<file path="config.mk">
export PLATFORM = sky130hd
export DESIGN_NAME = subt_arbiter
export DESIGN_NICKNAME = d
export VERILOG_FILES = /design/src/rtl/subt_arbiter.sv
export SDC_FILE = /design/constraint.sdc
export NUM_CORES = 1
export LEC_CHECK = 0
export ABC_AREA = 0
export CAP_MARGIN = 15
export CORE_MARGIN = 4
export CORE_UTILIZATION = 35
export CTS_CLUSTER_SIZE = 24
export DETAILED_ROUTE_END_ITERATION = 7
export PLACE_DENSITY = 0.7
export SYNTH_ARGS = -nofsm -noshare
export SYNTH_HDL_FRONTEND = slang
export SYNTH_SLANG_ARGS = --single-unit
</file>
<file path="constraint.sdc">
create_clock -name clk -period 12.1 [get_ports clk]
set_clock_uncertainty 0.2 [all_clocks]
set_input_delay 3.63 -clock clk [delete_from_list [all_inputs] [get_ports clk]]
set_output_delay 3.63 -clock clk [all_outputs]
set_load 0.05 [all_outputs]
</file>
<file path="src/rtl/subt_arbiter.sv">
// Round-robin sequencer sharing one registered subtractor among NREQ requesters; results return id-tagged via an in-order FIFO.
// Result 2 cycles after grant; issue is credit-gated on FIFO space. Optional macro SUBT_ARB_PRIO_EN gives requester 0 strict priority.
module subt_arbiter #(
  parameter int NREQ  = 4,
  parameter int W     = 16,
  parameter int IDW   = 2,
  parameter int DEPTH = 4
) (
  input  logic              clk,
  input  logic              rst_n,
  input  logic [NREQ-1:0]   req_valid,
  output logic [NREQ-1:0]   req_ready,
  input  logic [NREQ*W-1:0] req_a,
  input  logic [NREQ*W-1:0] req_b,
  output logic [W-1:0]      sub_a,
  output logic [W-1:0]      sub_b,
  input  logic [W-1:0]      sub_y,
  output logic              res_valid,
  input  logic              res_ready,
  output logic [IDW-1:0]    res_id,
  output logic [W-1:0]      res_data
);

`ifdef SUBT_ARB_PRIO_EN
  localparam bit PRIO_EN = 1'b1;
`else
  localparam bit PRIO_EN = 1'b0;
`endif

  localparam int PW = (DEPTH > 1) ? $clog2(DEPTH) : 1;
  localparam int CW = $clog2(DEPTH + 1);

  typedef struct packed {
    logic [IDW-1:0] id;
    logic [W-1:0]   dat;
  } res_t;

  logic [IDW-1:0] rr_ptr_q, rr_ptr_d;
  logic           inflight_v_q, inflight_v_d;
  logic [IDW-1:0] inflight_id_q, inflight_id_d;
  logic [PW-1:0]  wr_ptr_q, wr_ptr_d;
  logic [PW-1:0]  rd_ptr_q, rd_ptr_d;
  logic [CW-1:0]  count_q, count_d;
  res_t           mem_q [DEPTH];
  res_t           mem_d [DEPTH];

  logic           credit;
  logic           grant_vld;
  logic [IDW-1:0] winner;
  logic           push;
  logic           pop;
  res_t           head;

  function automatic int rr_idx(input int base, input int k);
    int t;
    t = base + k;
    if (t >= NREQ) t = t - NREQ;
    return t;
  endfunction

  function automatic logic [PW-1:0] ptr_inc(input logic [PW-1:0] p);
    return (p == PW'(DEPTH - 1)) ? '0 : p + 1'b1;
  endfunction

  // Ops in flight count against FIFO space so a push can never find it full.
  always_comb begin
    credit    = (int'(count_q) + int'(inflight_v_q)) < DEPTH;
    grant_vld = 1'b0;
    winner    = '0;
    if (PRIO_EN && req_valid[0]) begin
      grant_vld = 1'b1;
    end
    for (int k = 0; k < NREQ; k++) begin
      for (int i = 0; i < NREQ; i++) begin
        if (!grant_vld && req_valid[i] && (i == rr_idx(int'(rr_ptr_q), k)) &&
            !(PRIO_EN && i == 0)) begin
          grant_vld = 1'b1;
          winner    = IDW'(i);
        end
      end
    end
    grant_vld = grant_vld && credit && rst_n;
  end

  always_comb begin
    req_ready = '0;
    sub_a     = '0;
    sub_b     = '0;
    for (int i = 0; i < NREQ; i++) begin
      if (grant_vld && winner == IDW'(i)) begin
        req_ready[i] = 1'b1;
        sub_a        = req_a[i*W +: W];
        sub_b        = req_b[i*W +: W];
      end
    end
  end

  always_comb begin
    inflight_v_d  = grant_vld;
    inflight_id_d = grant_vld ? winner : inflight_id_q;
    rr_ptr_d      = rr_ptr_q;
    // Under strict priority, requester 0 wins do not disturb the rotation among the rest.
    if (grant_vld && !(PRIO_EN && winner == '0)) begin
      rr_ptr_d = (winner == IDW'(NREQ - 1)) ? '0 : winner + 1'b1;
    end
  end

  assign res_valid = (count_q != '0);
  assign push      = inflight_v_q;
  assign pop       = res_valid && res_ready;
  assign head      = mem_q[rd_ptr_q];
  assign res_id    = res_valid ? head.id  : '0;
  assign res_data  = res_valid ? head.dat : '0;

  always_comb begin
    mem_d    = mem_q;
    wr_ptr_d = wr_ptr_q;
    rd_ptr_d = rd_ptr_q;
    if (push) begin
      mem_d[wr_ptr_q] = '{id: inflight_id_q, dat: sub_y};
      wr_ptr_d        = ptr_inc(wr_ptr_q);
    end
    if (pop) begin
      rd_ptr_d = ptr_inc(rd_ptr_q);
    end
    count_d = count_q + CW'(push) - CW'(pop);
  end

  always_ff @(posedge clk or negedge rst_n) begin
    if (!rst_n) begin
      rr_ptr_q      <= '0;
      inflight_v_q  <= 1'b0;
      inflight_id_q <= '0;
      wr_ptr_q      <= '0;
      rd_ptr_q      <= '0;
      count_q       <= '0;
    end else begin
      rr_ptr_q      <= rr_ptr_d;
      inflight_v_q  <= inflight_v_d;
      inflight_id_q <= inflight_id_d;
      wr_ptr_q      <= wr_ptr_d;
      rd_ptr_q      <= rd_ptr_d;
      count_q       <= count_d;
    end
  end

  // Storage needs no reset: the head is masked to zero whenever the FIFO is empty.
  always_ff @(posedge clk) begin
    mem_q <= mem_d;
  end

endmodule
</file>
==> summary.md, run 1 <==
• **run status** finished, final reports clean
• **share of the synthesized area in the top cell type** 48.01%
• **setup slack after placement** 1.121 ns
• **Hold Path Stages** 0
• **share of the cycle needed by the critical path after routing** 91.00%
• **count of final setup violators** 0
• **max_slew headroom** 33.07%
• **most frequently used cell type in the post-synthesis netlist** edfxtp_1
• **Mapped Cells** 362
• **clock insertion delay at the later pin of the skew report** 0.33 ns
• **CTS HTree Levels** 3
• **area growth from synthesis to layout** 56.10%
• **routed len/inst** 18.94 um
• **Peak Freq** 90.81 MHz
• **cell type with the highest aggregate area in the netlist** edfxtp_1
• **CP required** 8.27 ns
• **count of clock tree sinks** 84
• **layout cells sized above 1** 12.50%
• **Tmin final** 11.01 ns
• **Met3 Wirelength** 1.120 mm
• **topmost layer with routed signal wires** met4
• **fin worst setup slack** 1.089 ns
• **PD cells** 245.8 nW/um^2
• **initial antenna violation count** 1
• **initial DRC count** 255
• **Clk Tree Root Cell** clkbuf_16
• **number of enable-type register cells in the synthesized netlist** 72
• **number of input and output port buffers inserted** 205
• **summed negative setup slack over all endpoints** 0 ns
• **Post-CTS Repair Setup Buffers** 0
• **post-synthesis instance area** 4503 um^2
• **worst slack on hold paths** 0.3222 ns
• **Std-Cell Rows** 41
• **Clock transition at path regs** 0.06 ns
• **FF+latch count, synth** 84
• **Std-Cell Core Area** 12620 um^2
• **Via-to-Cell Ratio** 5.192
• **most common flop cell mapped by yosys** edfxtp_1
• **number of fill cells** 1066
• **Routed Antenna Nets** 0
• **critical path data arrival time** 7.18 ns
• **area taken by multi-input logic gates** 1864 um^2
• **DRC Markers** 0
• **initial core utilization** 35.68%
• **Longest Clk Path Bufs** 2
• **Post-CTS Hold Fix Bufs** 0
• **height of the die** 121.4 um
• **Max Slew Vio Count** 0
• **number of max-cap violations** 0
• **total via count after detailed routing** 3806
• **Pleak** 2.511 nW
• **overall global routing resource usage** 18.42%
• **sequential share of the synthesized area** 54.68%
• **ranking of synthesized cells by area** edfxtp_1 (48%), mux4_2 (9.0%), dfrtp_1 (6.7%)
• **Worst-Margin Slew** 1.004 ns
• **total number of nets in the final design** 719
• **average instance area after synthesis** 12.44 um^2
• **number of detailed-routing iterations run before antenna repair** 4
• **top cells by instance count after synthesis** edfxtp_1 (72), nand2_1 (35), a21oi_1 (33)
• **class of the most critical setup path** in2out
• **register cell area after layout** 2462 um^2
• **die area** 14740 um^2
• **final-report hold violation count** 0
• **placer's final routability congestion estimate** 0.9397
• **met1 layer wirelength in the final routing** 5.282 mm
• **CTS tree** done
• **first-pass GRT wire length** 20.86 mm
• **Yosys Warn Count** 0
• **pin count of the biggest net entering global routing** 36
• **highest ir drop seen on vdd** 0.09168 mV
• **number of global-route vias before repair** 3993
• **Total Wirelength** 13.89 mm
• **top fanout value on the critical path** 33
• **Critical Path End Type** output pin
• **total CTS buffers** 9
• **setup repair after global routing missed its margin** no
• **routed length on met2** 7.122 mm
• **Post-CTS Resized** 0
• **reg2reg path depth** 9
• **fraction of registers with async set or reset after synthesis** 14.29%
• **count of distinct cell types in the synthesized netlist** 36
• **post-synthesis net count** 526
• **remaining global-route overflow** 0
• **Die W** 121.4 um
• **Worst setup SP type** primary input
• **Ports** 206
• **min-delay worst type** reg2reg
• **total half-perimeter wirelength after legalization and detailed placement** 10.39 mm
==> state kept, by name, indices dropped and copies added (netlist names) <==
name	cells
count_q	3
inflight_id_q	2
inflight_v_q	1
mem_q	72
rd_ptr_q	2
rr_ptr_q	2
wr_ptr_q	2
==> cell type report <==
cell class,count,area share [%]
Clock buffer,9,3.204
Sequential cell,84,35.03
Tap cell,172,3.062
Antenna cell,1,0.03560
Inverter,12,0.6408
Timing Repair Buffer,214,29.69
Clock inverter,7,1.816
Multi-Input combinational cell,234,26.52
==> metal layers <==
| layer | vias up | GRT usage [%] |
|---|---|---|
| met2 | 172 | 32.61 |
| met5 | - | 0 |
| met1 | 1829 | 20.85 |
| met3 | 22 | 6.340 |
| li1 | 1783 | - |
| met4 | 0 | 5.672 |
==> kinds of logic (layout without fill, tap and decap cells) <==
family | count (synthesis) | in the layout | synth area share [%]
XOR/XNOR | 1 | 1 | 0.1945
flip-flops | 84 | 84 | 54.68
AO/OA/AOI/OAI | 114 | 114 | 18.34
adder cells (fa/ha/maj) | 13 | 13 | 3.779
AND/OR/NAND/NOR | 82 | 82 | 8.614
other | 0 | 1 | 0
multiplexers | 24 | 24 | 10.48
buffers and inverters | 44 | 242 | 3.918
==> worst paths after layout <==
| path | slack, ns | to | from |
|---|---|---|---|
| setup / recovery | 1.09 | sub_a[7] | req_valid[3] |
| hold / removal | 0.32 | mem_q[52] | inflight_id_q[0] |
| setup reg to reg | 9.29 | count_q[2] | count_q[1] |
| hold reg to reg | 0.32 | mem_q[52] | inflight_id_q[0] |
| max in group asynchronous | 7.76 | wr_ptr_q[0] | rst_n |
| min in group asynchronous | 3.51 | rr_ptr_q[1] | rst_n |
==> layout by cell type, fill, tap and decap left out, types with 2 or more instances in the layout <==
master,synthesis,routed
inv_6,0,3
mux4_2,18,18
o21ai_0,11,11
buf_4,0,30
and2_1,24,24
mux2_2,2,2
edfxtp_1,72,72
a22oi_1,9,9
bufinv_16,0,3
inv_1,11,11
o211ai_1,23,23
a21oi_1,33,33
nand2_1,35,35
o21a_1,9,9
nor2_1,15,15
clkdlybuf4s50_1,0,182
nor2b_1,2,2
ha_1,12,12
mux2_1,3,3
buf_12,0,2
clkbuf_16,0,9
a221o_1,23,23
dfrtp_1,12,12
==> through the flow <==
step	area [um^2]	std cells	total power, W	util (%)
final	7029	733	0.001728	55.70
after global routing	7029	733	0.001822	55.70
after CTS	7027	732	0.001746	55.68
after detailed placement	6674	716	0.001425	52.89
after global placement	6674	716	0.001408	52.89
after floorplan	4503	362	0.001105	-
==> power breakdown <==
part	total (W)	internal, W	switching, W
clock	0.000317	0.000205	0.000112
sequential	0.000426	0.000376	0.0000496
combinational	0.000985	0.000396	0.000589
total	0.00173	0.000977	0.000750
==> worst max-delay path: stages <==
cell and delay, ns:
clkdlybuf4s50_1 0.54, mux2i_1 0.10, a221oi_1 0.53, inv_1 0.16, ha_1 0.24, buf_4 0.24, inv_1 0.20, buf_4 0.33
o21a_1 0.18, a22oi_1 0.06, nor2_1 0.10, clkdlybuf4s50_1 0.85
Note: power is estimated with default switching activity, not from simulation.
==> run 2: changes to the inputs <==
--- a/config.mk
+++ b/config.mk
@@ -11,7 +11,10 @@
 export CORE_UTILIZATION = 35
 export CTS_CLUSTER_SIZE = 24
 export DETAILED_ROUTE_END_ITERATION = 7
+export GPL_ROUTABILITY_DRIVEN = 1
+export GPL_TIMING_DRIVEN = 0
 export PLACE_DENSITY = 0.7
+export SLEW_MARGIN = 5
 export SYNTH_ARGS = -nofsm -noshare
 export SYNTH_HDL_FRONTEND = slang
 export SYNTH_SLANG_ARGS = --single-unit
==> summary.md, run 2 (synthesized netlist as in run 1, its figures left out) <==
• **run status** finished, final reports clean
• **Worst path top cell family by delay** buffers and inverters
• **Net Switching** 0.0007506 W
• **GR met2 Demand/Resource** 33.33%
• **cells along the critical path** clkdlybuf4s50_1, nor2_1, a2111oi_0, nor2_1, inv_1, ha_1, clkbuf_1, clkbuf_1, a221o_1, o211ai_1, a21oi_1, clkdlybuf4s50_1
• **portion of total power attributed to the clock network** 14.8%
• **class of the most critical setup path** in2out
• **Tmin final** 10.99 ns
• **Total Wirelength** 13.83 mm
• **total CTS buffers** 9
• **delay contributed by the slowest stage of the critical path** 0.86 ns
• **height of the die** 121.4 um
• **Post-CTS Resized** 0
• **Post-CTS Hold Fix Bufs** 0
• **number of global-route vias before repair** 4152
• **initial DRC count** 185
• **number of fill cells** 1119
• **clock insertion delay at the later pin of the skew report** 0.33 ns
• **Max Slew Vio Count** 0
• **internal power** 0.0009177 W
• **final-report hold violation count** 0
• **Ports** 206
• **pin count of the biggest net entering global routing** 19
• **highest ir drop seen on vdd** 0.1260 mV
• **die area** 14740 um^2
• **total via count after detailed routing** 3873
• **Clk Tree Root Cell** clkbuf_16
• **remaining global-route overflow** 0
• **Post-CTS Repair Setup Buffers** 0
• **first-pass GRT wire length** 21.28 mm
• **number of max-cap violations** 0
• **layout cells sized above 1** 7.890%
• **number of buffers and inverters on the critical path** 5
• **CTS HTree Levels** 3
• **total number of nets in the final design** 742
• **number of detailed-routing iterations run before antenna repair** 5
• **Std-Cell Rows** 41
• **Critical Path End Type** output pin
• **Slowest cell on crit path** clkdlybuf4s50_1
• **share of the cycle needed by the critical path after routing** 90.84%
• **initial antenna violation count** 1
• **met1 demand-to-capacity share in global routing** 20.40%
• **sequential cell fraction of total power** 24.2%
• **grt met3 use** 6.993%
• **min-delay worst type** reg2reg
• **peak-usage layer in the global routing report** met2
• **setup repair after global routing missed its margin** no
• **worst slack on hold paths** 0.2998 ns
• **Routed Antenna Nets** 0
• **count of clock tree sinks** 84
• **final standard cell count with taps included and fillers excluded** 756
• **PD cells** 236.8 nW/um^2
• **total half-perimeter wirelength after legalization and detailed placement** 10.87 mm
• **number of cells after detailed placement** 739
• **Comb power frac** 61.0%
• **summed negative setup slack over all endpoints** 0 ns
• **number of input and output port buffers inserted** 205
• **max_slew headroom** 33.71%
• **critical path data arrival time** 7.16 ns
• **Worst setup SP type** primary input
• **most common cell after layout, fill and taps aside** clkdlybuf4s50_1
• **largest registers** mem_q: 72 flops, count_q: 3 flops
• **Std-Cell Core Area** 12620 um^2
• **Longest Clk Path Bufs** 2
• **area taken by multi-input logic gates** 1864 um^2
• **CP required** 8.27 ns
• **share of total power consumed by net switching** 44.99%
• **most flop-heavy register** mem_q
• **area growth from synthesis to layout** 56.49%
• **Via-to-Cell Ratio** 5.123
• **CTS tree** done
• **DRC Markers** 0
• **Die W** 121.4 um
• **count of final setup violators** 0
• **Pleak** 2.446 nW
• **final core utilization** 55.84%
• **initial core utilization** 35.68%
• **Largest register FFs** 72
• **placer's final routability congestion estimate** 0.9024
• **routed len/inst** 18.29 um
• **top fanout value on the critical path** 10
• **register cell area after layout** 2462 um^2
• **Clock transition at path regs** 0.06 ns
• **overall global routing resource usage** 18.64%
• **Peak Freq** 90.98 MHz
• **most frequent cells in the layout** clkdlybuf4s50_1 (205), edfxtp_1 (72), nand2_1 (35)
• **Worst-Margin Slew** 0.9943 ns
-- run 2: changes by cell type in the layout (fill, tap and decap cells not counted), sizes merged --
cell           delta
clkdlybuf4s50    +23
buf              -21
clkbuf           +21
clkinv            +5
bufinv            -3
inv               -2
-- run 2: through the flow --
| step | area [um^2] | setup slack, ns | total power (W) |
|---|---|---|---|
| after floorplan | 4503 | 2.365 | 0.001105 |
| after global placement | 6770 | 1.157 | 0.001419 |
| after detailed placement | 6770 | 1.079 | 0.001437 |
| after CTS | 7044 | 1.065 | 0.001685 |
| after global routing | 7047 | 0.8224 | 0.001768 |
| final | 7047 | 1.109 | 0.001668 |
-- run 2: final timing paths --
kind / startpoint / slack [ns] / endpoint / cells past startpoint
max in group asynchronous: rst_n / 7.77 / wr_ptr_q[1] / 1
worst min register to register: inflight_v_q / 0.30 / count_q[0] / 1
worst max register to register: count_q[1] / 9.37 / count_q[2] / 10
min in group asynchronous: rst_n / 3.51 / rr_ptr_q[1] / 1
worst max-delay path: req_valid[1] / 1.11 / sub_a[10] / 12
worst min-delay path: inflight_v_q / 0.30 / count_q[0] / 1
-- run 2: worst reg2reg max path, stage by stage (launching register included) --
cell and delay, ns:
dfrtp_1 0.44, or3_1 0.40, clkbuf_1 0.24, nand2_1 0.21, inv_1 0.06, ha_1 0.27, inv_1 0.06, ha_1 0.13
inv_1 0.05, fa_1 0.37, xor2_1 0.17
-- run 2: power by group through the flow --
stage / combinational (W) / sequential, W / clock (W)
finish: 0.00102 / 0.000403 / 0.000247
global route: 0.00109 / 0.000409 / 0.000264
CTS: 0.00103 / 0.000403 / 0.000252
detailed placement: 0.00103 / 0.000409 / 0
global placement: 0.00101 / 0.000405 / 0
floorplan: 0.000705 / 0.000400 / 0
-- run 2: final cells by class --
class                   instances  area share [%]
flip-flops and latches         84           34.94
repair buffers                205           29.12
multi-input cells             234           26.46
clock buffers                   9           3.196
well taps                     172           3.054
plain buffers                  32           1.864
clock inverters                 7          0.6925
inverters                      12          0.6392
diodes                          1         0.03551
-- run 2: routing by layer --
metal / vias to the layer above / wire length [um]
li1: 1829 / -
met1: 1863 / 5166
met2: 161 / 7057
met3: 20 / 1219
met4: 0 / 383
met5: - / 0
